## config.mk

```make
export PLATFORM = sky130hd
export DESIGN_NAME = pccard_spi_master
export DESIGN_NICKNAME = d
export VERILOG_FILES = /design/src/rtl/pccard_spi_master.sv
export SDC_FILE = /design/constraint.sdc
export NUM_CORES = 1
export LEC_CHECK = 0
export CAP_MARGIN = 5
export CORE_MARGIN = 1
export CORE_UTILIZATION = 43
export DETAILED_ROUTE_END_ITERATION = 12
export GPL_TIMING_DRIVEN = 0
export HOLD_SLACK_MARGIN = 0.08
export PLACE_DENSITY_LB_ADDON = 0.12
export SETUP_SLACK_MARGIN = 0.4
export SLEW_MARGIN = 20
export SYNTH_ARGS = -nofsm -noshare
export SYNTH_HDL_FRONTEND = slang
export SYNTH_SLANG_ARGS = --single-unit
```

## constraint.sdc

```tcl
create_clock -name clk_52 -period 1.9 [get_ports clk_52]
set_clock_uncertainty 0.2 [all_clocks]
set_input_delay 0.285 -clock clk_52 [delete_from_list [all_inputs] [get_ports clk_52]]
set_output_delay 0.285 -clock clk_52 [all_outputs]
set_load 0.05 [all_outputs]
```

## src/rtl/pccard_spi_master.sv

```systemverilog
// Byte-wide SPI master (mode 0, MSB first) behind the PC Card register file.
// Also synchronises and edge-detects the slave's INT line.
module pccard_spi_master #(
  parameter int unsigned CLK_DIV = 4
) (
  input  logic       clk_52,
  input  logic       RESET,
  input  logic [7:0] tx_data,
  input  logic       tx_valid,
  output logic       tx_ready,
  output logic [7:0] rx_data,
  output logic       rx_valid,
  input  logic       ss_en,
  output logic       SS,
  output logic       SCLK,
  output logic       MOSI,
  input  logic       MISO,
  input  logic       INT,
  output logic       int_level,
  output logic       int_rise
);

  localparam int unsigned DivW = (CLK_DIV > 1) ? $clog2(CLK_DIV) : 1;
  localparam logic [DivW-1:0] DivLast = DivW'(CLK_DIV - 1);

  localparam logic [1:0] StIdle = 2'd0;
  localparam logic [1:0] StLow  = 2'd1;
  localparam logic [1:0] StHigh = 2'd2;
  localparam logic [1:0] StDone = 2'd3;

  logic [1:0]      state_q, state_d;
  logic [DivW-1:0] div_q, div_d;
  logic [2:0]      bit_q, bit_d;
  logic [7:0]      shift_q, shift_d;
  logic [7:0]      rx_q, rx_d;
  logic            sclk_q, sclk_d;
  logic            mosi_q, mosi_d;
  logic            ss_q;
  logic            sync1_q, sync2_q, sync3_q;
  logic            div_tc;

  assign div_tc = (div_q == DivLast);

  always_comb begin
    state_d = state_q;
    div_d   = div_q;
    bit_d   = bit_q;
    shift_d = shift_q;
    rx_d    = rx_q;
    sclk_d  = sclk_q;
    mosi_d  = mosi_q;
    case (state_q)
      StIdle: begin
        if (tx_valid) begin
          shift_d = tx_data;
          bit_d   = 3'd0;
          div_d   = '0;
          mosi_d  = tx_data[7];
          state_d = StLow;
        end
      end
      StLow: begin
        if (div_tc) begin
          sclk_d  = 1'b1;
          shift_d = {shift_q[6:0], MISO};
          div_d   = '0;
          state_d = StHigh;
        end else begin
          div_d = div_q + DivW'(1);
        end
      end
      StHigh: begin
        if (div_tc) begin
          sclk_d = 1'b0;
          div_d  = '0;
          if (bit_q == 3'd7) begin
            // Shift register is already final here, so rx_data lands together with rx_valid.
            rx_d    = shift_q;
            state_d = StDone;
          end else begin
            bit_d   = bit_q + 3'd1;
            mosi_d  = shift_q[7];
            state_d = StLow;
          end
        end else begin
          div_d = div_q + DivW'(1);
        end
      end
      StDone: begin
        mosi_d  = 1'b0;
        state_d = StIdle;
      end
      default: state_d = StIdle;
    endcase
  end

  always_ff @(posedge clk_52 or posedge RESET) begin
    if (RESET) begin
      state_q <= StIdle;
      div_q   <= '0;
      bit_q   <= 3'd0;
      shift_q <= 8'h00;
      rx_q    <= 8'h00;
      sclk_q  <= 1'b0;
      mosi_q  <= 1'b0;
      ss_q    <= 1'b1;
      sync1_q <= 1'b0;
      sync2_q <= 1'b0;
      sync3_q <= 1'b0;
    end else begin
      state_q <= state_d;
      div_q   <= div_d;
      bit_q   <= bit_d;
      shift_q <= shift_d;
      rx_q    <= rx_d;
      sclk_q  <= sclk_d;
      mosi_q  <= mosi_d;
      ss_q    <= ~ss_en;
      sync1_q <= INT;
      sync2_q <= sync1_q;
      sync3_q <= sync2_q;
    end
  end

  assign tx_ready  = (state_q == StIdle);
  assign rx_valid  = (state_q == StDone);
  assign rx_data   = rx_q;
  assign SS        = ss_q;
  assign SCLK      = sclk_q;
  assign MOSI      = mosi_q;
  assign int_level = sync2_q;
  assign int_rise  = sync2_q & ~sync3_q;

endmodule
```

==> results of run 1 <==
==> how the worst min path moves through the flow <==
stage	startpoint	to	depth (start not counted)
after detailed placement	sync1_q$_DFF_PP0_	int_level$_DFF_PP0_	0
after CTS	RESET	sync1_q$_DFF_PP0_	2
final	RESET	shift_q[7]$_DFFE_PP0P_	2
after global routing	RESET	sync1_q$_DFF_PP0_	2
after floorplan	ss_en	SS$_DFF_PP1_	1
after global placement	sync1_q$_DFF_PP0_	int_level$_DFF_PP0_	0
==> power groups by stage <==
stage	clock network [mW]	logic, mW	registers, mW
after detailed placement	0	1.59	0.989
after global placement	0	1.54	0.979
after floorplan	0	1.21	1.02
final	0.535	2.19	0.976
after global routing	0.569	2.34	1.00
after CTS	0.544	1.83	0.975
==> metrics by stage <==
step | hold slack [ps] | TNS [ps] | util
2_1_floorplan | 111.2 | 0 | -
3_3_place_gp | 142.1 | -579.3 | 0.5831
3_5_place_dp | 136.2 | -598.8 | 0.5831
4_1_cts | 145.7 | 0 | 0.6299
5_1_grt | 168.1 | -137.6 | 0.6727
6_report | 128.9 | 0 | 0.6727
==> cell usage after synthesis <==
cell	instances
nor2b_4	2
nor2b_1	2
a31oi_1	3
o21ai_0	3
dfstp_2	1
clkbuf_1	1
dfrtp_1	28
a21oi_1	2
nor2_2	1
mux2i_1	6
and3b_2	1
nor4_4	1
and2_1	1
a41oi_1	1
and3b_1	1
nand3_2	1
nor3b_1	1
inv_1	8
mux2_2	24
a22o_1	1
ha_1	12
a32o_1	1
nand2b_1	2
buf_6	1
o21bai_1	1
nand2_1	4
mux2_4	1
nor2_1	4
==> placed cells by master (no fill, tap or decap), drive strengths merged <==
| cell type | instances |
|---|---|
| and2 | 1 |
| bufinv | 1 |
| clkbuf | 8 |
| mux2 | 25 |
| buf | 30 |
| a31oi | 3 |
| nor4 | 1 |
| mux2i | 6 |
| nor2 | 5 |
| o21bai | 1 |
| nand2b | 2 |
| a21oi | 2 |
| inv | 8 |
| o21ai | 3 |
| clkdlybuf4s50 | 13 |
| a32o | 1 |
| nand3 | 1 |
| a41oi | 1 |
| nor2b | 4 |
| ha | 12 |
| a22o | 1 |
| nor3b | 1 |
| dfstp | 1 |
| nand2 | 4 |
| dfrtp | 28 |
| and3b | 2 |
==> worst reg2reg max path, stage by stage (launching register included) <==
cell and delay, ps:
dfrtp_2 490, ha_4 190, buf_8 110, nor2b_4 120
nor4_4 310, mux2_4 330
==> per-layer routing <==
metal  global-route usage  share of wire
met3              0.06092          0.046
met2               0.3028           0.52
met1               0.2289           0.41
met4              0.08766          0.023
met5                    0              0
==> area by class of cell <==
cell class	instances	share of cell area
buffer	2	0.01338
clock buffer	7	0.02453
clock inverter	1	0.01338
inverter	8	0.01561
multi-input combinational	76	0.4075
sequential	29	0.3255
tap	46	0.02564
timing repair buffer	42	0.1745
==> repair_timing <==
item                                    in CTS  in global routing
endpoints found under the setup margin      38                 30
setup buffers                                9                  5
resized for setup                           92                 26
gates cloned                                 0                  0
pin swaps                                    2                  2
==> state kept, by name, indices dropped and copies added (netlist names), 2 cells and up <==
signal,count
rx_data,8
shift_q,8
bit_q,3
div_q,2
state_q,2
==> cells by family after synthesis <==
family | after synthesis | synth area share
AO/OA/AOI/OAI | 12 | 0.05259
adder cells (fa/ha/maj) | 12 | 0.1002
buffers and inverters | 10 | 0.03005
flip-flops | 29 | 0.4850
multiplexers | 31 | 0.2304
AND/OR/NAND/NOR | 21 | 0.1018
==> metrics.md, run 1 <==
| Metric | Value |
|---|---|
| TritonRoute pass-1 iters | `4` |
| Hold Fails Final Rpt | `0` |
| Clock Latency Late Sink | `340 ps` |
| Full die area | `3726 um2` |
| Clock Tree Root | `clkbuf_4` |
| Final min period | `1878 ps` |
| Clock power share | `0.144` |
| Slowest CP cell | `dfrtp_2` |
| Design area | `2245 um2` |
| Flop pwr share | `0.264` |
| IO Count | `29` |
| Layout cells sized above 1 | `0.5515` |
| CTS Hold Bufs | `0` |
| Die Y-Extent | `61.04 um` |
| P_int | `2.337 mW` |
| CP Buf/Inv Count | `1` |
| Gr ovfl total | `0` |
| Fmax | `0.5325 GHz` |
| Synth warn | `0` |
| Netlist cell types | `28` |
| Non-Filler Instances | `211` |
| Gate Count Post-Synth | `115` |
| Fill cells | `260` |
| Clock-pin slew on the worst setup and hold paths | `110 ps` |
| R2R depth | `5` |
| Area grow syn2layout | `49.75%` |
| Initial core utilization | `0.4492` |
| Vias | `1,060` |
| Initial antenna violation count | `0` |
| Power per cell area | `1648 nW/um2` |
| Post-Syn Area | `1499 um2` |
| Crit path DAT | `1900 ps` |
| Post-DP Area | `1946 um2` |
| DPL Wire Length | `2054 um` |
| Residual DRC | `0` |
| Slew @ Worst Pin | `612.1 ps` |
| Logic gate share of total power | `0.592` |
| CTS tree | `done` |
| Top cells by area, synth | `dfrtp_1 47%, mux2_2 18%, ha_1 10%, mux2i_1 4.0%, inv_1 2.0%` |
| End of the critical path | `bit_q[0]$_DFFE_PP0P_` |
| Crit-path max cell delay | `490 ps` |
| Total power | `3.700 mW` |
| H-tree levels | `2` |
| Slew HR | `0.5914` |
| Routed len/inst | `15.65 um` |
| Crit path kind | `reg -> reg` |
| # port buffers | `28` |
| Worst setup margin | `21.93 ps` |
| Hold WC Path Type | `in -> async` |
| RSZ-0062 raised after global routing | `yes` |
| Critical Path RT | `1920 ps` |
| Crit-path cells | `ha_4 -> buf_8 -> nor2b_4 -> nor4_4 -> mux2_4` |
| Final antenna-violating net count | `0` |
| Register area share after synthesis | `0.4850` |
| Syn_nets | `141` |
| Row Count | `21` |
| Worst-path fanout max | `6` |
| DRT iter0 DRCs | `19` |
| P_sw | `1.362 mW` |
| Yosys top cell by area | `dfrtp_1` |
| CP delay by family, top | `flip-flops` |
| N_diodes | `0` |
| Die width | `61.04 um` |
| Final setup viols | `0` |
| Nets | `190` |
| Startpoint types | `flip-flop` |
| Multi-input logic area | `914.6 um2` |
| Syn Area/Cell | `13.03 um2` |
| Final Wtd Congestion | `0.7329` |
| CTS max path bufs | `2` |
| Slew Viols, Final | `0` |
| Post-Place Setup Slack | `-204.8 ps` |
| CP startpoint | `state_q[1]$_DFFE_PP0P_` |
| Core area | `3337 um2` |
| GRT Total Usage | `0.1877` |
| Synth top area share | `0.4674` |
| Max IR drop VDD | `0.0008339 V` |
| First-pass GRT wire length | `4767 um` |
| Status | `finished, final reports clean` |
| Vias/cell | `5.024` |
| Register area | `730.7 um2` |
| MaxCap Viol Count | `0` |
| Net Sw Frac | `0.3682` |
| Clock sink count | `29` |
| Placed cell count | `189` |
| Seq cells post-synth | `29` |
| CTS Buf Count | `5` |
| CP endpoint kind | `flip-flop` |
| Final critical-path share of the clock period | `0.9885` |
| Critical R2R Capture | `bit_q[0]$_DFFE_PP0P_` |
| Levels on crit path | `5` |
| Critical R2R Launch | `state_q[1]$_DFFE_PP0P_` |
| Pin count of the biggest net entering global routing | `30` |
| P_leak | `1.050 nW` |
| Flop2flop setup slack | `20 ps` |
| Number of global-route vias before repair | `1,020` |
| Final wirelength | `3302 um` |
(Power assumes the default switching activity.)
==> run 2: changes to the inputs <==
==> constraint.sdc (replaced) <==
create_clock -name clk_52 -period 2.05 [get_ports clk_52]
set_clock_uncertainty 0.2 [all_clocks]
set_input_delay 0.3075 -clock clk_52 [delete_from_list [all_inputs] [get_ports clk_52]]
set_output_delay 0.3075 -clock clk_52 [all_outputs]
set_load 0.05 [all_outputs]
==> run 2 against run 1 <==
Count of clock-buffer cells in the layout is the same. First-iteration DRC count is 53% higher. Register-to-register slack improved by 150 ps. Sequential share of layout area is 0.34 points lower. Largest cell class unchanged. Largest power group unchanged. Highest routed layer unchanged.
==> metrics.md, run 2 (synthesis gave the netlist of run 1 again) <==
| Metric | Value |
|---|---|
| Status | `finished, final reports clean` |
| Clock Tree Root | `clkbuf_4` |
| Final Wtd Congestion | `0.6992` |
| Core area | `3337 um2` |
| Clock power share | `0.149` |
| Initial antenna violation count | `0` |
| H-tree levels | `2` |
| Power per cell area | `1470 nW/um2` |
| Residual DRC | `0` |
| DPL Wire Length | `1997 um` |
| Slew Viols, Final | `0` |
| Met1 usage | `0.2197` |
| Layout cells sized above 1 | `0.5482` |
| Hold WC Path Type | `in -> async` |
| Fmax | `0.5322 GHz` |
| Worst-path fanout max | `8` |
| Die Y-Extent | `61.04 um` |
| Vias | `1,061` |
| Initial core utilization | `0.4492` |
| R2R depth | `6` |
| Crit path kind | `reg -> reg` |
| CTS max path bufs | `2` |
| CTS tree | `done` |
| Net Sw Frac | `0.3678` |
| DRT iter0 DRCs | `29` |
| TritonRoute pass-1 iters | `3` |
| P_int | `2.105 mW` |
| Leading cell type in the layout, fill and taps excluded | `dfrtp_1` |
| Final wirelength | `3120 um` |
| Final min period | `1879 ps` |
| Final setup viols | `0` |
| Area grow syn2layout | `51.08%` |
| IO Count | `29` |
| Crit path DAT | `1890 ps` |
| Met3 Usage GRT | `0.05882` |
| CTS Buf Count | `5` |
| N_diodes | `0` |
| Row Count | `21` |
| Vias/cell | `5.005` |
| Max IR drop VDD | `0.0005967 V` |
| Grt met2 use | `0.3183` |
| Critical Path RT | `2060 ps` |
| Clock Latency Late Sink | `330 ps` |
| # port buffers | `28` |
| Logic gate share of total power | `0.578` |
| RSZ-0062 raised after global routing | `yes` |
| Nets | `191` |
| Clock-pin slew on the worst setup and hold paths | `100 ps` |
| Clock sink count | `29` |
| Commonest cells after routing, fill and taps aside | `26 x dfrtp_1, 15 x mux2_4, 13 x clkdlybuf4s50_1` |
| Total power | `3.330 mW` |
| Final critical-path share of the clock period | `0.9165` |
| GRT Total Usage | `0.1888` |
| Number of global-route vias before repair | `1,064` |
| CP endpoint kind | `flip-flop` |
| CTS Hold Bufs | `0` |
| First-pass GRT wire length | `4885 um` |
| Slew HR | `0.5945` |
| Flop pwr share | `0.273` |
| P_sw | `1.225 mW` |
| Gr ovfl total | `0` |
| Routed len/inst | `14.72 um` |
| MaxCap Viol Count | `0` |
| Setup TNS | `0 ps` |
| Final antenna-violating net count | `0` |
| Global route hottest layer | `met2` |
| P_leak | `1.023 nW` |
| Startpoint types | `flip-flop` |
| Full die area | `3726 um2` |
| Pin count of the biggest net entering global routing | `30` |
| Slew @ Worst Pin | `607.3 ps` |
| Hold Fails Final Rpt | `0` |
| Die width | `61.04 um` |
-- run 2: cell types whose count changed in the layout (fill, tap and decap cells not counted), sizes merged --
| cell | previous run | this run |
|---|---|---|
| clkdlybuf4s15 | 0 | 9 |
| clkdlybuf4s18 | 0 | 1 |
| buf | 30 | 21 |
-- run 2: critical path, stage by stage (launching register included) --
cell and delay, ps:
dfrtp_2 490, inv_4 120, ha_4 170, mux2i_4 260, nor2_4 70, buf_12 150, mux2_4 300
-- run 2: area by class of cell --
type,count,area [um2]
clock inverters,1,30.03
fillers,256,1072
flip-flops and latches,29,729.5
plain buffers,2,25.02
repair buffers,43,417.9
multi-input cells,76,914.6
clock buffers,7,55.05
well taps,46,57.56
inverters,8,35.03
-- run 2: stage by stage --
step / cells / hold WS (ps) / utilization / worst slack [ps] / cell area, um2
finish: 212 / 163.8 / 0.6787 / 171.1 / 2265
global route: 212 / 184.5 / 0.6787 / 104.6 / 2265
CTS: 207 / 177.6 / 0.6472 / 165.5 / 2160
detailed placement: 189 / 153.7 / 0.5797 / -70.05 / 1934
global placement: 189 / 140.8 / 0.5797 / -58.32 / 1934
floorplan: 115 / 131.2 / - / 202.2 / 1597
-- run 2: path summary, 6_finish.rpt --
check | endpoint | from | slack, ps
worst max register to register | shift_q[1]$_DFFE_PP0P_ | state_q[1]$_DFFE_PP0P_ | 170
max in group asynchronous | state_q[1]$_DFFE_PP0P_ | RESET | 1060
worst max-delay path | shift_q[1]$_DFFE_PP0P_ | state_q[1]$_DFFE_PP0P_ | 170
worst min register to register | int_level$_DFF_PP0_ | sync1_q$_DFF_PP0_ | 170
min in group clk_52 | int_level$_DFF_PP0_ | sync1_q$_DFF_PP0_ | 170
worst min-delay path | div_q[0]$_DFFE_PP0P_ | RESET | 160
-- run 2: power by group through the flow --
stage / sequential, mW / combinational [mW] / clock [mW]
floorplan: 0.949 / 1.09 / 0
global placement: 0.905 / 1.40 / 0
detailed placement: 0.921 / 1.44 / 0
CTS: 0.899 / 1.74 / 0.516
global route: 0.931 / 2.07 / 0.531
finish: 0.910 / 1.92 / 0.495
-- run 2: what timing repair did --
action,in CTS,in global routing
gates cloned,0,0
buffers inserted,10,5
pin swaps,4,4
gates resized for setup,67,22
endpoints found under the setup margin,37,27
-- run 2: layer usage --
metal  vias to the layer above  part of all wire  wire [um]
li1                        504                 -          -
met1                       529              0.43       1331
met2                        22              0.51       1591
met3                         6             0.043        133
met4                         0             0.020         63
met5                         -                 0          0
==> run 3: changes to the inputs <==
--- a/config.mk
+++ b/config.mk
@@ -5,6 +5,7 @@
 export SDC_FILE = /design/constraint.sdc
 export NUM_CORES = 1
 export LEC_CHECK = 0
+export ABC_AREA = 1
 export CAP_MARGIN = 5
 export CORE_MARGIN = 1
 export CORE_UTILIZATION = 43
@@ -13,7 +14,6 @@
 export HOLD_SLACK_MARGIN = 0.08
 export PLACE_DENSITY_LB_ADDON = 0.12
 export SETUP_SLACK_MARGIN = 0.4
-export SLEW_MARGIN = 20
 export SYNTH_ARGS = -nofsm -noshare
 export SYNTH_HDL_FRONTEND = slang
 export SYNTH_SLANG_ARGS = --single-unit
==> run 3 against run 2 <==
Global-route usage down 0.12 points. Combinational power decreased by 17%. Worst hold slack got worse by 28 ps.
==> metrics.md, run 3 <==
| Metric | Value |
|---|---|
| First-pass GRT wire length | `4968 um` |
| TritonRoute pass-1 iters | `4` |
| RSZ-0062 raised after global routing | `yes` |
| Worst-path fanout max | `5` |
| Core area | `3363 um2` |
| Net Sw Frac | `0.4216` |
| Hold WC Path Type | `in -> async` |
| Die width | `61.26 um` |
| Post-Syn Area | `1510 um2` |
| Power per cell area | `1390 nW/um2` |
| Initial core utilization | `0.4490` |
| Gate Count Post-Synth | `173` |
| Final min period | `1695 ps` |
| Die Y-Extent | `61.26 um` |
| R2R depth | `7` |
| Syn Area/Cell | `8.729 um2` |
| Met1 usage | `0.2463` |
| Fin util | `0.6254` |
| MaxCap Viol Count | `0` |
| Gr ovfl total | `0` |
| Number of global-route vias before repair | `1,144` |
| Top FF cell, synth | `dfrtp_1` |
| IO Count | `29` |
| Post-Place Setup Slack | `-59.21 ps` |
| CTS tree | `done` |
| Clock sink count | `29` |
| Clock Latency Late Sink | `330 ps` |
| Syn_nets | `199` |
| Non-Filler Instances | `261` |
| CTS Hold Bufs | `0` |
| N_diodes | `0` |
| Slew Viols, Final | `0` |
| Worst setup margin | `355.1 ps` |
| Max IR drop VDD | `0.0006264 V` |
| Post-synth EDFFs | `0` |
| CTS max path bufs | `2` |
| Seq cells post-synth | `29` |
| Final setup viols | `0` |
| Fmax | `0.5900 GHz` |
| Slew HR | `0.5982` |
| Clock Tree Root | `clkbuf_4` |
| Placed cell count | `247` |
| Logic gate share of total power | `0.546` |
| Startpoint types | `flip-flop` |
| Final critical-path share of the clock period | `0.8268` |
| Nets | `240` |
| DPL Wire Length | `2164 um` |
| Multi-input logic area | `699.4 um2` |
| Yosys top cell by area | `dfrtp_1` |
| H-tree levels | `2` |
| # port buffers | `28` |
| Final wirelength | `3176 um` |
| Ys async rst share | `1.000` |
| CTS Buf Count | `5` |
| Met3 Usage GRT | `0.03782` |
| Leading cell type in the layout, fill and taps excluded | `nand2_1` |
| Synth top area share | `0.4640` |
| Total power | `2.924 mW` |
| Row Count | `21` |
| Residual DRC | `0` |
| Commonest cells after routing, fill and taps aside | `46 x nand2_1, 27 x dfrtp_1, 16 x inv_1, 16 x o21ai_1, 13 x clkdlybuf4s50_1` |
| P_leak | `1.030 nW` |
| Top cells by area, synth | `dfrtp_1 46%, nand2_1 12%, ha_1 9.9%, inv_1 4.7%, o21ai_2 4.6%` |
| GRT Total Usage | `0.1876` |
| DRT iter0 DRCs | `46` |
| Global route hottest layer | `met2` |
| Synth warn | `0` |
| Full die area | `3753 um2` |
| Layout cells sized above 1 | `0.3163` |
| Slew @ Worst Pin | `602.1 ps` |
| Netlist cell types | `19` |
| Routed len/inst | `12.17 um` |
| Pin count of the biggest net entering global routing | `30` |
| Crit path kind | `reg -> out` |
| P_int | `1.691 mW` |
| Fill cells | `299` |
| Initial antenna violation count | `0` |
| Register area share after synthesis | `0.4814` |
| P_sw | `1.233 mW` |
| Most frequent cells after synthesis | `50 x nand2_1, 28 x dfrtp_1, 19 x inv_1` |
| Most frequent cell after synthesis | `nand2_1` |
| Grt met2 use | `0.3028` |
| Register area | `728.2 um2` |
| Vias/cell | `4.843` |
| Final antenna-violating net count | `0` |
| Vias | `1,264` |
| Critical Path RT | `1540 ps` |
| Final Wtd Congestion | `0.8443` |
| Area grow syn2layout | `39.27%` |
| Clock power share | `0.170` |
| Hold Fails Final Rpt | `0` |
| Status | `finished, final reports clean` |
| Flop pwr share | `0.284` |
| CP endpoint kind | `output port` |
| Clock-pin slew on the worst setup and hold paths | `90 ps` |
| Crit path DAT | `1190 ps` |
run 3: critical path: stages, from the launching register on:
cell and delay [ps]:
dfrtp_2 470, inv_4 100, ha_4 150, buf_8 140
run 3: layer usage:
metal  wire length [um]  share of wire  vias to the layer above
met5                  0              0                        -
met4                 53          0.017                        0
met3                130          0.041                        8
met2               1518           0.48                       30
met1               1474           0.46                      595
li1                   -              -                      631
run 3: logic make-up after synthesis:
kind of cell,synth area share
buffers and inverters,0.08451
adder cells (fa/ha/maj),0.09942
AND/OR/NAND/NOR,0.2088
flip-flops,0.4814
AO/OA/AOI/OAI,0.1259
run 3: repair_timing:
item                                    CTS  global route
resized for setup                        70            16
endpoints found under the setup margin   34            24
gates cloned                              0             1
pin swaps                                 0             1
buffers inserted                          2             2
run 3: stage by stage:
stage,area [um2],TNS [ps],hold slack (ps)
5_1_grt,2103,0,176.1
4_1_cts,1993,0,164.0
6_report,2103,0,136.0
3_3_place_gp,1853,-62.16,137.0
2_1_floorplan,1515,0,131.2
3_5_place_dp,1853,-59.21,144.3
run 3: power by group through the flow:
stage | Sequential [mW] | Clock, mW | Combinational [mW]
2_1_floorplan | 0.858 | 0 | 1.04
3_3_place_gp | 0.829 | 0 | 1.32
3_5_place_dp | 0.838 | 0 | 1.35
4_1_cts | 0.821 | 0.504 | 1.44
5_1_grt | 0.850 | 0.530 | 1.78
6_report | 0.831 | 0.496 | 1.60
run 3: cell type report:
| class | instances | area share |
|---|---|---|
| Multi-Input combinational cell | 116 | 0.3325 |
| Timing Repair Buffer | 34 | 0.1844 |
| Inverter | 24 | 0.04521 |
| Clock inverter | 1 | 0.01428 |
| Clock buffer | 7 | 0.02617 |
| Sequential cell | 29 | 0.3462 |
| Buffer | 4 | 0.02380 |
| Tap cell | 46 | 0.02736 |
run 3: path summary, 6_finish.rpt:
| path | start | to | slack, ps |
|---|---|---|---|
| worst max-delay path | state_q[1]$_DFFE_PP0P_ | tx_ready | 360 |
| worst min-delay path | RESET | sync3_q$_DFF_PP0_ | 140 |
| worst max register to register | state_q[0]$_DFFE_PP0P_ | shift_q[2]$_DFFE_PP0P_ | 400 |
| worst min register to register | sync1_q$_DFF_PP0_ | int_level$_DFF_PP0_ | 160 |
| max in group asynchronous | RESET | SS$_DFF_PP1_ | 940 |
| min in group clk_52 | sync1_q$_DFF_PP0_ | int_level$_DFF_PP0_ | 160 |
